## src/rtl/uart_tx_arbiter_pkg.sv

```systemverilog
// uart_arb_pkg: shared definitions for the UART transmit arbiter.
//   arb_state_e      - arbiter FSM states (idle, header byte, packet body)
//   HDR_BASE_DEFAULT - default header byte base; source id lands in bits [2:0]
//   TIMEOUT_DEFAULT  - default watchdog length in stalled body cycles
//   hdr_byte()       - builds the per-packet source-ID header byte
package uart_arb_pkg;

    typedef enum logic [1:0] {
        ARB_IDLE,
        ARB_HDR,
        ARB_BODY
    } arb_state_e;

    localparam logic [7:0]  HDR_BASE_DEFAULT = 8'hA0;
    localparam int unsigned TIMEOUT_DEFAULT  = 1024;

    // Low 3 bits of base are zero, so OR-ing the id is a plain field insert.
    function automatic logic [7:0] hdr_byte(logic [7:0] base, logic [2:0] id);
        return base | {5'b00000, id};
    endfunction

endpackage

```

## src/rtl/uart_tx_arbiter_if.sv

```systemverilog
// uart_tx_arbiter_if: bundles the N_SRC packet-source streams and the single
// byte stream towards the UART transmitter.
//   s_tdata/s_tvalid/s_tlast/s_tready - per-source AXI-Stream (byte i at [8*i+7:8*i])
//   m_tdata/m_tvalid/m_tready         - merged stream to uart.input_axis_*
// Modports:
//   slave  - the arbiter's view (sinks the sources, drives the UART side)
//   master - the environment's view (sources plus the UART ready)
interface uart_tx_arbiter_if #(
    parameter int unsigned N_SRC = 4
);
    logic [8*N_SRC-1:0] s_tdata;
    logic [N_SRC-1:0]   s_tvalid;
    logic [N_SRC-1:0]   s_tlast;
    logic [N_SRC-1:0]   s_tready;
    logic [7:0]         m_tdata;
    logic               m_tvalid;
    logic               m_tready;

    modport slave (
        input  s_tdata,
        input  s_tvalid,
        input  s_tlast,
        output s_tready,
        output m_tdata,
        output m_tvalid,
        input  m_tready
    );

    modport master (
        output s_tdata,
        output s_tvalid,
        output s_tlast,
        input  s_tready,
        input  m_tdata,
        input  m_tvalid,
        output m_tready
    );
endinterface

```

## src/rtl/uart_tx_arbiter_rr_pick.sv

```systemverilog
// rr_pick: combinational round-robin priority encoder.
//   req   - request vector, one bit per requester
//   last  - index of the most recent winner; search starts at last+1 and wraps
//   found - at least one request is set
//   id    - winning index (0 when found is low)
module rr_pick #(
    parameter int unsigned N = 4,
    localparam int unsigned IW = $clog2(N)
) (
    input  logic [N-1:0]  req,
    input  logic [IW-1:0] last,
    output logic          found,
    output logic [IW-1:0] id
);

    logic [IW-1:0] idx;

    always_comb begin
        found = 1'b0;
        id    = '0;
        idx   = '0;
        // The last winner is visited last (k == N), so it only wins when alone.
        for (int unsigned k = 1; k <= N; k++) begin
            idx = IW'((32'(last) + k) % N);
            if (!found && req[idx]) begin
                found = 1'b1;
                id    = idx;
            end
        end
    end

endmodule

```

## src/rtl/uart_tx_arbiter.sv

```systemverilog
// uart_tx_arbiter: shares the UART transmit byte stream among N_SRC packet
// sources. Round-robin grant per packet, one header byte (HDR_BASE | id) before
// each packet, grant held until tlast, and a stall watchdog that reclaims the
// link from a source that goes silent mid-packet.
//   clk         - UART-domain clock
//   rst         - synchronous active-high reset
//   bus         - source streams and UART stream (slave modport)
//   grant_id    - current / last granted source
//   busy        - high while sending a header or packet body
//   timeout_evt - one-cycle pulse when the watchdog releases a grant
module uart_tx_arbiter
    import uart_arb_pkg::*;
#(
    parameter int unsigned N_SRC    = 4,
    parameter logic [7:0]  HDR_BASE = HDR_BASE_DEFAULT,
    parameter int unsigned TIMEOUT  = TIMEOUT_DEFAULT,
    localparam int unsigned IW = $clog2(N_SRC)
) (
    input  logic                    clk,
    input  logic                    rst,
    uart_tx_arbiter_if.slave        bus,
    output logic [IW-1:0]           grant_id,
    output logic                    busy,
    output logic                    timeout_evt
);

    localparam int unsigned   WW     = $clog2(TIMEOUT);
    localparam logic [WW-1:0] WD_MAX = WW'(TIMEOUT - 1);

    arb_state_e    state_q;
    logic [7:0]    mdata_q;
    logic          mvalid_q;
    logic [IW-1:0] grant_q;
    logic [IW-1:0] last_q;
    logic [WW-1:0] wd_q;
    logic          tevt_q;

    logic          slot_free;
    logic          g_valid;
    logic          g_last;
    logic [7:0]    g_data;
    logic          pick_found;
    logic [IW-1:0] pick_id;
    logic [N_SRC-1:0] s_tready_c;

    // The output register can take a new byte when empty or being drained.
    assign slot_free = !mvalid_q || bus.m_tready;
    assign g_valid   = bus.s_tvalid[grant_q];
    assign g_last    = bus.s_tlast[grant_q];
    assign g_data    = bus.s_tdata[{grant_q, 3'b000} +: 8];

    rr_pick #(
        .N (N_SRC)
    ) u_rr_pick (
        .req   (bus.s_tvalid),
        .last  (last_q),
        .found (pick_found),
        .id    (pick_id)
    );

    // Only the granted source sees ready, and only in the body phase.
    always_comb begin
        s_tready_c = '0;
        if (state_q == ARB_BODY) begin
            s_tready_c[grant_q] = slot_free;
        end
    end

    always_ff @(posedge clk) begin
        if (rst) begin
            state_q  <= ARB_IDLE;
            mdata_q  <= '0;
            mvalid_q <= 1'b0;
            grant_q  <= '0;
            last_q   <= IW'(N_SRC - 1);
            wd_q     <= '0;
            tevt_q   <= 1'b0;
        end else begin
            tevt_q <= 1'b0;
            unique case (state_q)
                ARB_IDLE: begin
                    if (slot_free) begin
                        if (pick_found) begin
                            mdata_q  <= hdr_byte(HDR_BASE, 3'(pick_id));
                            mvalid_q <= 1'b1;
                            grant_q  <= pick_id;
                            last_q   <= pick_id;
                            state_q  <= ARB_HDR;
                        end else begin
                            mvalid_q <= 1'b0;
                        end
                    end
                end
                ARB_HDR: begin
                    if (bus.m_tready) begin
                        mvalid_q <= 1'b0;
                        wd_q     <= '0;
                        state_q  <= ARB_BODY;
                    end
                end
                ARB_BODY: begin
                    if (slot_free && g_valid) begin
                        mdata_q  <= g_data;
                        mvalid_q <= 1'b1;
                        wd_q     <= '0;
                        if (g_last) begin
                            state_q <= ARB_IDLE;
                        end
                    end else if (slot_free) begin
                        mvalid_q <= 1'b0;
                        // Only stalls caused by the source count, not UART backpressure.
                        if (wd_q == WD_MAX) begin
                            wd_q    <= '0;
                            tevt_q  <= 1'b1;
                            state_q <= ARB_IDLE;
                        end else begin
                            wd_q <= wd_q + 1'b1;
                        end
                    end
                end
                default: begin
                    state_q <= ARB_IDLE;
                end
            endcase
        end
    end

    assign bus.s_tready = s_tready_c;
    assign bus.m_tdata  = mdata_q;
    assign bus.m_tvalid = mvalid_q;
    assign grant_id     = grant_q;
    assign busy         = (state_q != ARB_IDLE);
    assign timeout_evt  = tevt_q;

endmodule

```

## src/flat_wrapper.sv

```systemverilog
// flat-port wrapper written by rule: the top's interface ports become plain ports
module uart_tx_arbiter_flat import uart_arb_pkg::*;
#(
    parameter int unsigned N_SRC    = 4,
    parameter logic [7:0]  HDR_BASE = HDR_BASE_DEFAULT,
    parameter int unsigned TIMEOUT  = TIMEOUT_DEFAULT,
    localparam int unsigned IW = $clog2(N_SRC)
)
  (clk, rst, grant_id, busy, timeout_evt, bus_s_tdata, bus_s_tvalid, bus_s_tlast, bus_s_tready, bus_m_tdata, bus_m_tvalid, bus_m_tready);
  uart_tx_arbiter_if #(.N_SRC(N_SRC)) bus_i ();
  input  logic clk;
  input  logic rst;
  output logic [IW-1:0] grant_id;
  output logic busy;
  output logic timeout_evt;
  input wire logic [$bits(bus_i.s_tdata)-1:0] bus_s_tdata;
  input wire logic [$bits(bus_i.s_tvalid)-1:0] bus_s_tvalid;
  input wire logic [$bits(bus_i.s_tlast)-1:0] bus_s_tlast;
  output wire logic [$bits(bus_i.s_tready)-1:0] bus_s_tready;
  output wire logic [$bits(bus_i.m_tdata)-1:0] bus_m_tdata;
  output wire logic [$bits(bus_i.m_tvalid)-1:0] bus_m_tvalid;
  input wire logic [$bits(bus_i.m_tready)-1:0] bus_m_tready;
  assign bus_i.s_tdata = bus_s_tdata;
  assign bus_i.s_tvalid = bus_s_tvalid;
  assign bus_i.s_tlast = bus_s_tlast;
  assign bus_s_tready = bus_i.s_tready;
  assign bus_m_tdata = bus_i.m_tdata;
  assign bus_m_tvalid = bus_i.m_tvalid;
  assign bus_i.m_tready = bus_m_tready;
  uart_tx_arbiter #(.N_SRC(N_SRC), .HDR_BASE(HDR_BASE), .TIMEOUT(TIMEOUT)) u_core (.clk(clk), .rst(rst), .bus(bus_i), .grant_id(grant_id), .busy(busy), .timeout_evt(timeout_evt));
endmodule
```

## config.mk

```make
export PLATFORM = sky130hd
export DESIGN_NAME = uart_tx_arbiter_flat
export DESIGN_NICKNAME = d
export VERILOG_FILES = /design/src/rtl/uart_tx_arbiter_pkg.sv /design/src/rtl/uart_tx_arbiter_if.sv /design/src/rtl/uart_tx_arbiter_rr_pick.sv /design/src/rtl/uart_tx_arbiter.sv /design/src/flat_wrapper.sv
export SDC_FILE = /design/constraint.sdc
export NUM_CORES = 1
export LEC_CHECK = 0
export BUFFER_PORTS_ARGS = -buffer_cell sky130_fd_sc_hd__buf_2
export CORE_MARGIN = 2
export CORE_UTILIZATION = 45
export CTS_BUF_LIST = sky130_fd_sc_hd__clkbuf_4 sky130_fd_sc_hd__clkbuf_8
export CTS_CLUSTER_SIZE = 16
export DETAILED_ROUTE_END_ITERATION = 10
export PLACE_DENSITY = 0.79
export SLEW_MARGIN = 40
export SYNTH_ARGS = -nofsm -noshare
export SYNTH_HDL_FRONTEND = slang
export SYNTH_HIERARCHICAL = 1
export SYNTH_SLANG_ARGS = --single-unit
```

## constraint.sdc

```tcl
create_clock -name clk -period 5.5 [get_ports clk]
set_input_delay 1.1 -clock clk [delete_from_list [all_inputs] [get_ports clk]]
set_output_delay 1.1 -clock clk [all_outputs]
set_load 0.02 [all_outputs]
```

==> summary.txt, run 1 <==
worst slew slack as a fraction of its limit -> 49.8%
Syn. warnings -> 6
largest net degree at the start of global routing -> 29
launch point of the worst hold path -> u_core/bus.m_tdata[4]
simple-gate area share of the yosys netlist -> 25.7%
final critical-path share of the clock period -> 57.0%
maximum buffer depth of the clock tree -> 2
Leak -> 0.870 nW
post-synthesis sequential area ratio -> 29.8%
Post-synth EDFFs -> 0
Post-CTS Hold Fix Bufs -> 0
count of filler cells inserted in the layout -> 342
Via density -> 5.73
total die area -> 4390 um^2
largest family of logic cells by synthesized area -> simple AND/OR/NAND/NOR gates
commonest non-fill, non-tap cell in the layout -> sky130_fd_sc_hd__buf_2
Post-CTS Setup Inserts -> 0
Crit Path Class -> primary input to output pin
Post-Synth Adder-Cell Area -> 4.30%
CTS H-tree lvls -> 1
highest-count cells in the layout ignoring fill and taps -> 59 x sky130_fd_sc_hd__buf_2, 25 x sky130_fd_sc_hd__dfxtp_1, 21 x sky130_fd_sc_hd__a21oi_1
class of the tightest hold or removal check -> flop to flop
total of max-cap violations -> 0
final setup violation count -> 0
post-detail-place hpwl -> 3190 um
setup repair after global routing missed its margin -> no
count of state elements after synthesis -> 26
IO Count -> 60
cells resized by post-CTS repair -> 0
clock tree from TritonCTS -> yes
type of origin of the critical path -> primary input
vias in the first global route -> 1,557
critical register-to-register path endpoint -> u_core/wd_q[7]
vertical die dimension -> 66.3 um
final period demand of the worst path -> 3.14 ns
most area-consuming cells after synthesis -> sky130_fd_sc_hd__dfxtp_1 30%, sky130_fd_sc_hd__mux4_2 12%, sky130_fd_sc_hd__a21oi_1 6.0%
initial cell density of the core -> 47.3%
endpoint arrival time on the critical path -> 2.04 ns
proportion of synthesized area in mux cells -> 17.7%
type of destination of the critical path -> output pin
CTS Buf Count -> 3
number of core rows -> 22
peak clock frequency supported by timing -> 319 MHz
total track usage -> 20.3%
Hold Crit Depth -> 2
share of the synthesized area in compound gates (AO/OA/AOI/OAI) -> 17.6%
Starting DRT DRC Count -> 116
final antenna diode count -> 0
path depth of the worst reg2reg path -> 8
Clock Tree Root -> sky130_fd_sc_hd__clkbuf_8
average wire per standard cell -> 14.3 um
insertion delay to the later sink of the worst-skew pair -> 0.27 ns
overflow left after global routing -> 0
destination of the worst hold path -> u_core/bus.m_tdata[4]
Antenna Nets Post-Route -> 0
Netlist cell types -> 42
largest area contributor in the netlist -> sky130_fd_sc_hd__dfxtp_1
pin slew with the least headroom to its limit -> 0.751 ns
average footprint of a synthesized cell -> 8.82 um^2
run status -> completed
share of cells above drive strength 1 -> 33.7%
Post-synth ARST share -> 0%
post-synth top area share -> 29.8%
layout net count -> 302
net count after synthesis -> 247
die outline width -> 66.3 um
endpoint required time on the critical path -> 4.40 ns
Core Util, Final -> 57.7%
number of max-slew violations in the final report -> 0
drt total wl -> 4300 um
antenna violations before repair -> 0
Final Power -> 0.874 mW
IO buf count -> 59
instance count of the mapped netlist -> 198
Worst R2R Setup Slack -> 2.93 ns
clock-pin slew on the worst setup and hold paths -> 0.09 ns
final total negative setup slack -> 0 ns
First-pass DRT Iterations -> 5
wire length of the first global-routing pass -> 6910 um
netlist area before placement -> 1750 um^2
startpoint of the most critical register-to-register path -> u_core/state_q[0]
dominant synthesized flop cell -> sky130_fd_sc_hd__dfxtp_1
Final GP Congestion -> 0.819
final worst clock skew -> 0.00265 ns
VDD IR max -> 0.290 mV
Power Density -> 410 nW/um^2
maximum fanout along the worst path -> 7
total via count after detailed routing -> 1,720
area of the core -> 3690 um^2
Synth-to-Final Area Change -> 22.0%
xor/xnor share of the synthesized area -> 0%
total DRC errors in the routed layout -> 0
clock sink count -> 26
number of hold-slack violations in the final timing report -> 0
-- worst max-delay path, stage by stage --
cell,delay (ns)
sky130_fd_sc_hd__buf_2,0.13
sky130_fd_sc_hd__or2b_1,0.25
sky130_fd_sc_hd__nand2_1,0.13
sky130_fd_sc_hd__nor3_1,0.21
sky130_fd_sc_hd__buf_2,0.21
-- worst max-delay path by stage --
stage	from	endpoint	slack (ns)	depth (start not counted)
2_1_floorplan	bus_m_tready	bus_s_tready[0]	2.54	3
3_3_place_gp	bus_m_tready	bus_s_tready[1]	2.41	5
3_5_place_dp	bus_m_tready	bus_s_tready[1]	2.41	5
4_1_cts	bus_m_tready	bus_s_tready[1]	2.38	5
5_1_grt	bus_m_tready	bus_s_tready[1]	2.26	5
6_report	bus_m_tready	bus_s_tready[1]	2.36	5
-- sequential cells by signal (all words and copies together), names as in the netlist --
signal               flops
u_core/bus.m_tvalid      1
u_core/wd_q             10
u_core/timeout_evt       1
u_core/bus.m_tdata       8
u_core/state_q           2
u_core/grant_id          2
u_core/last_q            2
-- synthesized netlist by cell type (2+ instances only) --
cell,number
sky130_fd_sc_hd__mux2i_1,8
sky130_fd_sc_hd__ha_1,6
sky130_fd_sc_hd__nand4_1,2
sky130_fd_sc_hd__mux4_2,9
sky130_fd_sc_hd__a22oi_1,2
sky130_fd_sc_hd__o221ai_2,2
sky130_fd_sc_hd__nand3b_1,3
sky130_fd_sc_hd__clkbuf_1,6
sky130_fd_sc_hd__dfxtp_1,26
sky130_fd_sc_hd__or3b_1,2
sky130_fd_sc_hd__nand3_1,11
sky130_fd_sc_hd__nand2_1,18
sky130_fd_sc_hd__nand2b_1,8
sky130_fd_sc_hd__o21a_1,2
sky130_fd_sc_hd__inv_1,9
sky130_fd_sc_hd__o21ai_0,8
sky130_fd_sc_hd__nor2b_1,3
sky130_fd_sc_hd__nor3_1,7
sky130_fd_sc_hd__nor3_2,2
sky130_fd_sc_hd__a21oi_1,21
sky130_fd_sc_hd__buf_2,2
sky130_fd_sc_hd__nor4_1,5
sky130_fd_sc_hd__a211oi_1,2
sky130_fd_sc_hd__a311oi_1,2
sky130_fd_sc_hd__nor2_1,13
sky130_fd_sc_hd__a21oi_2,2
sky130_fd_sc_hd__a32oi_1,2
-- final cells by class --
cell class / instances / area (um^2) / area share [%]
multi-input cells: 153 / 1140 / 53.5
flip-flops and latches: 26 / 522 / 24.5
repair buffers: 60 / 303 / 14.2
well taps: 48 / 60.1 / 2.82
clock buffers: 3 / 41.3 / 1.94
inverters: 9 / 33.8 / 1.59
clock inverters: 1 / 30.0 / 1.41
-- stage by stage --
stage / setup slack [ns] / instance area [um^2] / cells / hold slack (ns)
floorplan: 2.54 / 1750 / 198 / 0.449
global placement: 2.41 / 2060 / 296 / 0.458
detailed placement: 2.41 / 2060 / 296 / 0.462
CTS: 2.38 / 2130 / 300 / 0.477
global route: 2.26 / 2130 / 300 / 0.489
finish: 2.36 / 2130 / 300 / 0.476
-- report_power, final --
group	internal [mW]	total (mW)	switching, mW
combinational	0.187	0.428	0.241
clock	0.0975	0.160	0.0626
sequential	0.225	0.286	0.0609
-- cell families after synthesis --
family                   after synthesis
flip-flops                            26
multiplexers                          18
buffers and inverters                 19
AND/OR/NAND/NOR                       82
AO/OA/AOI/OAI                         47
adder cells (fa/ha/maj)                6
-- layer usage --
| metal | global-route usage (%) | up-vias | wire, um |
|---|---|---|---|
| met5 | 0 | - | 0 |
| met4 | 5.87 | 0 | 59 |
| met3 | 4.43 | 8 | 240 |
| met2 | 35.5 | 55 | 2090 |
| met1 | 24.9 | 810 | 1910 |
| li1 | - | 847 | - |
(Power assumes the default switching activity.)
==> run 2: changes to the inputs <==
Settings changed: PLACE_DENSITY 0.79 to 0.82.
Clock period 5.5 ns to 2.6 ns, I/O delays scaled along.
==> run 2 against run 1 <==
Effect of this change:
- clock skew decreased by 0.0010 ns
- critical path depth grew 1
- worst hold slack got worse by 0.0039 ns
- global-route usage is 0.71 points lower
- cell count increased by 1.3%
- highest routed layer unchanged
==> summary.txt, run 2 (synthesized netlist as in run 1, its figures left out) <==
Core Util, Final -> 58.1% (+0.34 points)
clock-pin slew on the worst setup and hold paths -> 0.09 ns (about the same)
endpoint arrival time on the critical path -> 1.69 ns (-0.35 ns)
wire length of the first global-routing pass -> 6730 um (-2.5%)
Internal Pwr Total -> 1.03 mW (+100%)
capturing element of the worst setup path -> bus_s_tready[1]
final antenna diode count -> 0 (unchanged)
class of the tightest hold or removal check -> flop to flop
register with the most flip-flops -> u_core/wd_q
highest-count cells in the layout ignoring fill and taps -> 59 x sky130_fd_sc_hd__buf_2, 26 x sky130_fd_sc_hd__dfxtp_1, 21 x sky130_fd_sc_hd__a21oi_1
Largest register FFs -> 10 (unchanged)
largest net degree at the start of global routing -> 29 (unchanged)
net switching share of the total power -> 42.5% (+0.85 points)
critical register-to-register path endpoint -> u_core/state_q[0]
commonest non-fill, non-tap cell in the layout -> sky130_fd_sc_hd__buf_2
Synth-to-Final Area Change -> 22.7%
worst slew slack as a fraction of its limit -> 56.7% (+6.9 points)
Post-CTS Hold Fix Bufs -> 0 (unchanged)
final worst clock skew -> 0.00160 ns (-0.00105 ns)
area of the core -> 3690 um^2 (unchanged)
maximum fanout along the worst path -> 14 (+7)
clock sink count -> 26 (unchanged)
Power Density -> 833 nW/um^2 (+100%)
path depth of the worst reg2reg path -> 8 (unchanged)
IO buf count -> 59 (unchanged)
critical path launch point -> u_core/state_q[0]
average wire per standard cell -> 13.7 um (-4.4%)
drt total wl -> 4160 um (-3.1%)
maximum buffer depth of the clock tree -> 2 (unchanged)
CTS Buf Count -> 3 (unchanged)
count of filler cells inserted in the layout -> 348 (+1.8%)
peak clock frequency supported by timing -> 453 MHz
final design instance area without fill -> 2140 um^2 (+0.59%)
total of max-cap violations -> 0 (unchanged)
final period demand of the worst path -> 2.21 ns
final total negative setup slack -> 0 ns (unchanged)
layout net count -> 306 (+1.3%)
multi-input combinational cell area -> 1140 um^2 (unchanged)
IO Count -> 60 (unchanged)
startpoint of the most critical register-to-register path -> u_core/state_q[0]
number of max-slew violations in the final report -> 0 (unchanged)
die outline width -> 66.3 um (unchanged)
vertical die dimension -> 66.3 um (unchanged)
pre-CTS worst setup slack -> 0.473 ns (-1.93 ns)
sequential cell fraction of total power -> 31.4% (-1.4 points)
Post-CTS Setup Inserts -> 0 (unchanged)
relative contribution of the clock network to total power -> 15.0% (-3.3 points)
sequential cell area -> 520 um^2 (-0.24%)
run status -> completed
Worst R2R Setup Slack -> 0.47 ns (-2.46 ns)
post-layout worst setup margin -> 0.393 ns (-1.97 ns)
Final GP Congestion -> 0.866 (+5.8%)
Hold Crit Depth -> 2 (unchanged)
share of cells above drive strength 1 -> 34.4% (+0.64 points)
Clock Tree Root -> sky130_fd_sc_hd__clkbuf_8
power share of the combinational group -> 53.6% (+4.7 points)
Via density -> 5.59 (-2.6%)
CTS H-tree lvls -> 1 (unchanged)
Starting DRT DRC Count -> 127 (+9.5%)
type of destination of the critical path -> output pin
antenna violations before repair -> 0 (unchanged)
setup repair after global routing missed its margin -> no
final critical-path share of the clock period -> 84.9%
Crit Path Class -> flop to output pin
pin slew with the least headroom to its limit -> 0.644 ns (-0.107 ns)
clock tree from TritonCTS -> yes
overflow left after global routing -> 0 (unchanged)
total DRC errors in the routed layout -> 0 (unchanged)
insertion delay to the later sink of the worst-skew pair -> 0.27 ns (about the same)
initial cell density of the core -> 47.3% (unchanged)
post-detailed-placement cell area -> 2090 um^2 (+1.4%)
vias in the first global route -> 1,485 (-4.6%)
number of hold-slack violations in the final timing report -> 0 (unchanged)
total track usage -> 19.6% (-0.71 points)
type of origin of the critical path -> flop
Antenna Nets Post-Route -> 0 (unchanged)
total via count after detailed routing -> 1,698 (-1.3%)
post-detail-place hpwl -> 3170 um (-0.46%)
number of core rows -> 22 (unchanged)
Leak -> 0.884 nW (+1.6%)
final setup violation count -> 0 (unchanged)
cells resized by post-CTS repair -> 0 (unchanged)
First-pass DRT Iterations -> 4 (-1)
endpoint required time on the critical path -> 2.08 ns (-2.32 ns)
VDD IR max -> 0.590 mV (+100%)
switching power -> 0.758 mW (+110%)
total die area -> 4390 um^2 (unchanged)
## run 2: changes by cell type in the layout (fill, tap and decap cells not counted)
| cell | previous run | this run |
|---|---|---|
| sky130_fd_sc_hd__buf_4 | 1 | 5 |
| sky130_fd_sc_hd__dfxtp_2 | 1 | 0 |
| sky130_fd_sc_hd__clkbuf_8 | 3 | 4 |
| sky130_fd_sc_hd__dfxtp_1 | 25 | 26 |
| sky130_fd_sc_hd__bufinv_16 | 1 | 0 |
## run 2: metrics by stage
stage	power (mW)	hold WS, ns	std cells
6_report	1.78	0.472	304
5_1_grt	1.91	0.499	304
4_1_cts	1.78	0.475	304
3_5_place_dp	1.52	0.460	300
3_3_place_gp	1.50	0.461	300
2_1_floorplan	1.29	0.449	198
## run 2: power by group through the flow
stage | Clock [mW] | Sequential (mW) | Combinational, mW
CTS | 0.271 | 0.560 | 0.954
global route | 0.290 | 0.576 | 1.05
detailed placement | 0 | 0.569 | 0.951
floorplan | 0 | 0.596 | 0.694
finish | 0.267 | 0.560 | 0.956
global placement | 0 | 0.567 | 0.937
## run 2: worst min path at each step
stage / from / slack, ns / endpoint
2_1_floorplan: u_core/wd_q[1] / 0.45 / u_core/wd_q[1]
3_3_place_gp: u_core/bus.m_tdata[6] / 0.46 / u_core/bus.m_tdata[6]
3_5_place_dp: u_core/bus.m_tdata[4] / 0.46 / u_core/bus.m_tdata[4]
4_1_cts: u_core/bus.m_tdata[4] / 0.48 / u_core/bus.m_tdata[4]
5_1_grt: u_core/bus.m_tdata[2] / 0.50 / u_core/bus.m_tdata[2]
6_report: u_core/bus.m_tdata[4] / 0.47 / u_core/bus.m_tdata[4]
## run 2: layout make-up
class                   instances  share of cell area, %
multi-input cells             153                   53.2
flip-flops and latches         26                   24.3
repair buffers                 64                   15.5
well taps                      48                   2.80
clock buffers                   4                   2.57
inverters                       9                   1.58
## run 2: per-layer routing
metal | GRT usage, % | vias up | share of wire [%]
met2 | 31.5 | 53 | 50
met5 | 0 | - | 0
met4 | 4.59 | 0 | 0.84
li1 | - | 847 | -
met1 | 27.1 | 794 | 44
met3 | 3.92 | 4 | 5.4
## run 2: critical path: stages, from the launching register on
cell                      delay (ns)
sky130_fd_sc_hd__dfxtp_1        0.35
sky130_fd_sc_hd__inv_1          0.11
sky130_fd_sc_hd__ha_1           0.18
sky130_fd_sc_hd__buf_4          0.22
sky130_fd_sc_hd__nand2_1        0.13
sky130_fd_sc_hd__nor3_1         0.22
sky130_fd_sc_hd__buf_2          0.21
==> run 3: changes to the inputs <==
Clock period 2.6 ns to 2 ns, I/O delays scaled along.
==> run 3 against run 2 <==
Effect of this change:
- die area is the same
- global-route usage grew 0.96 points
- critical path depth is the same
- count of clock-buffer cells in the layout shrank 1
- utilization grew 3.3 points
- cell count grew 3.6%
- total power grew 42%
- sequential share of layout area shrank 1.3 points
- sequential cell count is the same
- routed wire length grew 8.9%
- clock skew grew 0.0014 ns
- critical endpoint is now bus_s_tready[0]
- highest routed layer unchanged
==> summary.txt, run 3 (synthesized netlist as in run 1, its figures left out) <==
run status -> completed
clock-pin slew on the worst setup and hold paths -> 0.09 ns (about the same)
drt total wl -> 4530 um (+8.9%)
pin slew with the least headroom to its limit -> 0.370 ns (-0.274 ns)
type of destination of the critical path -> output pin
wire length of the first global-routing pass -> 7110 um (+5.6%)
total die area -> 4390 um^2 (unchanged)
Worst Path Buf+Inv -> 3 (unchanged)
post-detail-place hpwl -> 3390 um (+6.7%)
die outline width -> 66.3 um (unchanged)
Antenna Nets Post-Route -> 0 (unchanged)
number of core rows -> 22 (unchanged)
clock tree from TritonCTS -> yes
maximum fanout along the worst path -> 8 (-6)
register with the most flip-flops -> u_core/wd_q
cell breakdown of the critical path -> inv_1 -> ha_2 -> buf_6 -> nand2_1 -> nor3_1 -> buf_4
count of filler cells inserted in the layout -> 316 (-9.2%)
Starting DRT DRC Count -> 129 (+1.6%)
Core Util, Final -> 61.4% (+3.3 points)
peak clock frequency supported by timing -> 517 MHz
worst stage delay on the critical path -> 0.35 ns (about the same)
total DRC errors in the routed layout -> 0 (unchanged)
total via count after detailed routing -> 1,773 (+4.4%)
Via density -> 5.63 (+0.77%)
IO Count -> 60 (unchanged)
vias in the first global route -> 1,631 (+9.8%)
Power Density -> 1120 nW/um^2 (+35%)
standard cell with the maximum stage delay on the critical path -> sky130_fd_sc_hd__dfxtp_1
largest net degree at the start of global routing -> 18 (-38%)
highest-count cells in the layout ignoring fill and taps -> 58 x sky130_fd_sc_hd__buf_2, 26 x sky130_fd_sc_hd__dfxtp_1, 20 x sky130_fd_sc_hd__a21oi_1
share of cells above drive strength 1 -> 38.6% (+4.2 points)
Largest register FFs -> 10 (unchanged)
VDD IR max -> 0.825 mV (+40%)
clock sink count -> 26 (unchanged)
commonest non-fill, non-tap cell in the layout -> sky130_fd_sc_hd__buf_2
Post-CTS Hold Fix Bufs -> 0 (unchanged)
Synth-to-Final Area Change -> 29.7%
First-pass DRT Iterations -> 4 (unchanged)
post-detailed-placement cell area -> 2130 um^2 (+2.2%)
final design instance area without fill -> 2260 um^2 (+5.7%)
endpoint required time on the critical path -> 1.60 ns (-0.48 ns)
total of max-cap violations -> 0 (unchanged)
insertion delay to the later sink of the worst-skew pair -> 0.27 ns (about the same)
antenna violations before repair -> 0 (unchanged)
endpoint arrival time on the critical path -> 1.53 ns (-0.16 ns)
type of origin of the critical path -> flop
final total negative setup slack -> 0 ns (unchanged)
maximum buffer depth of the clock tree -> 2 (unchanged)
class of the tightest hold or removal check -> primary input to flop
area of the core -> 3690 um^2 (unchanged)
CTS Buf Count -> 3 (unchanged)
final worst clock skew -> 0.00302 ns (+0.00142 ns)
initial cell density of the core -> 47.3% (unchanged)
Clock Tree Root -> sky130_fd_sc_hd__clkbuf_8
Final Power -> 2.54 mW (+42%)
worst slew slack as a fraction of its limit -> 75.2% (+18 points)
Crit Path Class -> flop to output pin
layout net count -> 317 (+3.6%)
final period demand of the worst path -> 1.93 ns
final antenna diode count -> 0 (unchanged)
IO buf count -> 59 (unchanged)
final critical-path share of the clock period -> 96.6%
CTS H-tree lvls -> 1 (unchanged)
Final GP Congestion -> 0.810 (-6.4%)
total track usage -> 20.6% (+0.96 points)
number of hold-slack violations in the final timing report -> 0 (unchanged)
overflow left after global routing -> 0 (unchanged)
family with the most delay on the worst path -> buffers and inverters
Leak -> 0.948 nW (+7.2%)
average wire per standard cell -> 14.4 um (+5.1%)
number of max-slew violations in the final report -> 0 (unchanged)
vertical die dimension -> 66.3 um (unchanged)
final setup violation count -> 0 (unchanged)
run 3: power by group:
| part | internal, mW | switching [mW] |
|---|---|---|
| clock network | 0.268 | 0.173 |
| registers | 0.618 | 0.109 |
| logic | 0.624 | 0.746 |
run 3: worst register-to-register path, cell delays in order (launching register included):
cell and delay, ns:
sky130_fd_sc_hd__dfxtp_1 0.39, sky130_fd_sc_hd__inv_1 0.10, sky130_fd_sc_hd__ha_2 0.21, sky130_fd_sc_hd__or2_2 0.32, sky130_fd_sc_hd__a21oi_2 0.18, sky130_fd_sc_hd__o221ai_2 0.14, sky130_fd_sc_hd__or3b_1 0.37, sky130_fd_sc_hd__a21oi_1 0.12
run 3: final timing paths:
path,from,to,cells past startpoint,slack [ns]
setup / recovery,u_core/state_q[0],bus_s_tready[0],6,0.07
hold / removal,rst,u_core/bus.m_tdata[2],2,0.45
setup reg to reg,u_core/state_q[0],u_core/state_q[1],7,0.11
hold reg to reg,u_core/bus.m_tdata[2],u_core/bus.m_tdata[2],2,0.48
run 3: area by class of cell:
class | instances | area (um^2) | share of cell area [%]
Clock inverter | 1 | 30.0 | 1.33
Tap cell | 48 | 60.1 | 2.65
Multi-Input combinational cell | 153 | 1160 | 51.1
Timing Repair Buffer | 75 | 422 | 18.6
Inverter | 9 | 33.8 | 1.49
Sequential cell | 26 | 520 | 23.0
Clock buffer | 3 | 41.3 | 1.82
run 3: what timing repair did:
action | CTS | global route
endpoints found under the setup margin | 1 | 9
buffers inserted | 0 | 5
resized for setup | 2 | 4
pin swaps | 0 | 0
run 3: per-layer routing:
metal	global-route usage, %	part of all wire [%]	vias to the layer above
met5	0	0	-
met4	4.59	1.4	0
met3	4.43	5.4	8
met2	36.6	51	59
met1	25.3	42	828
li1	-	-	878
run 3: through the flow:
step	hold slack (ns)	worst slack, ns	std cells
after floorplan	0.449	0.00540	198
after global placement	0.457	0.157	306
after detailed placement	0.462	0.0845	306
after CTS	0.445	0.0315	310
after global routing	0.466	-0.0397	315
final	0.450	0.0674	315
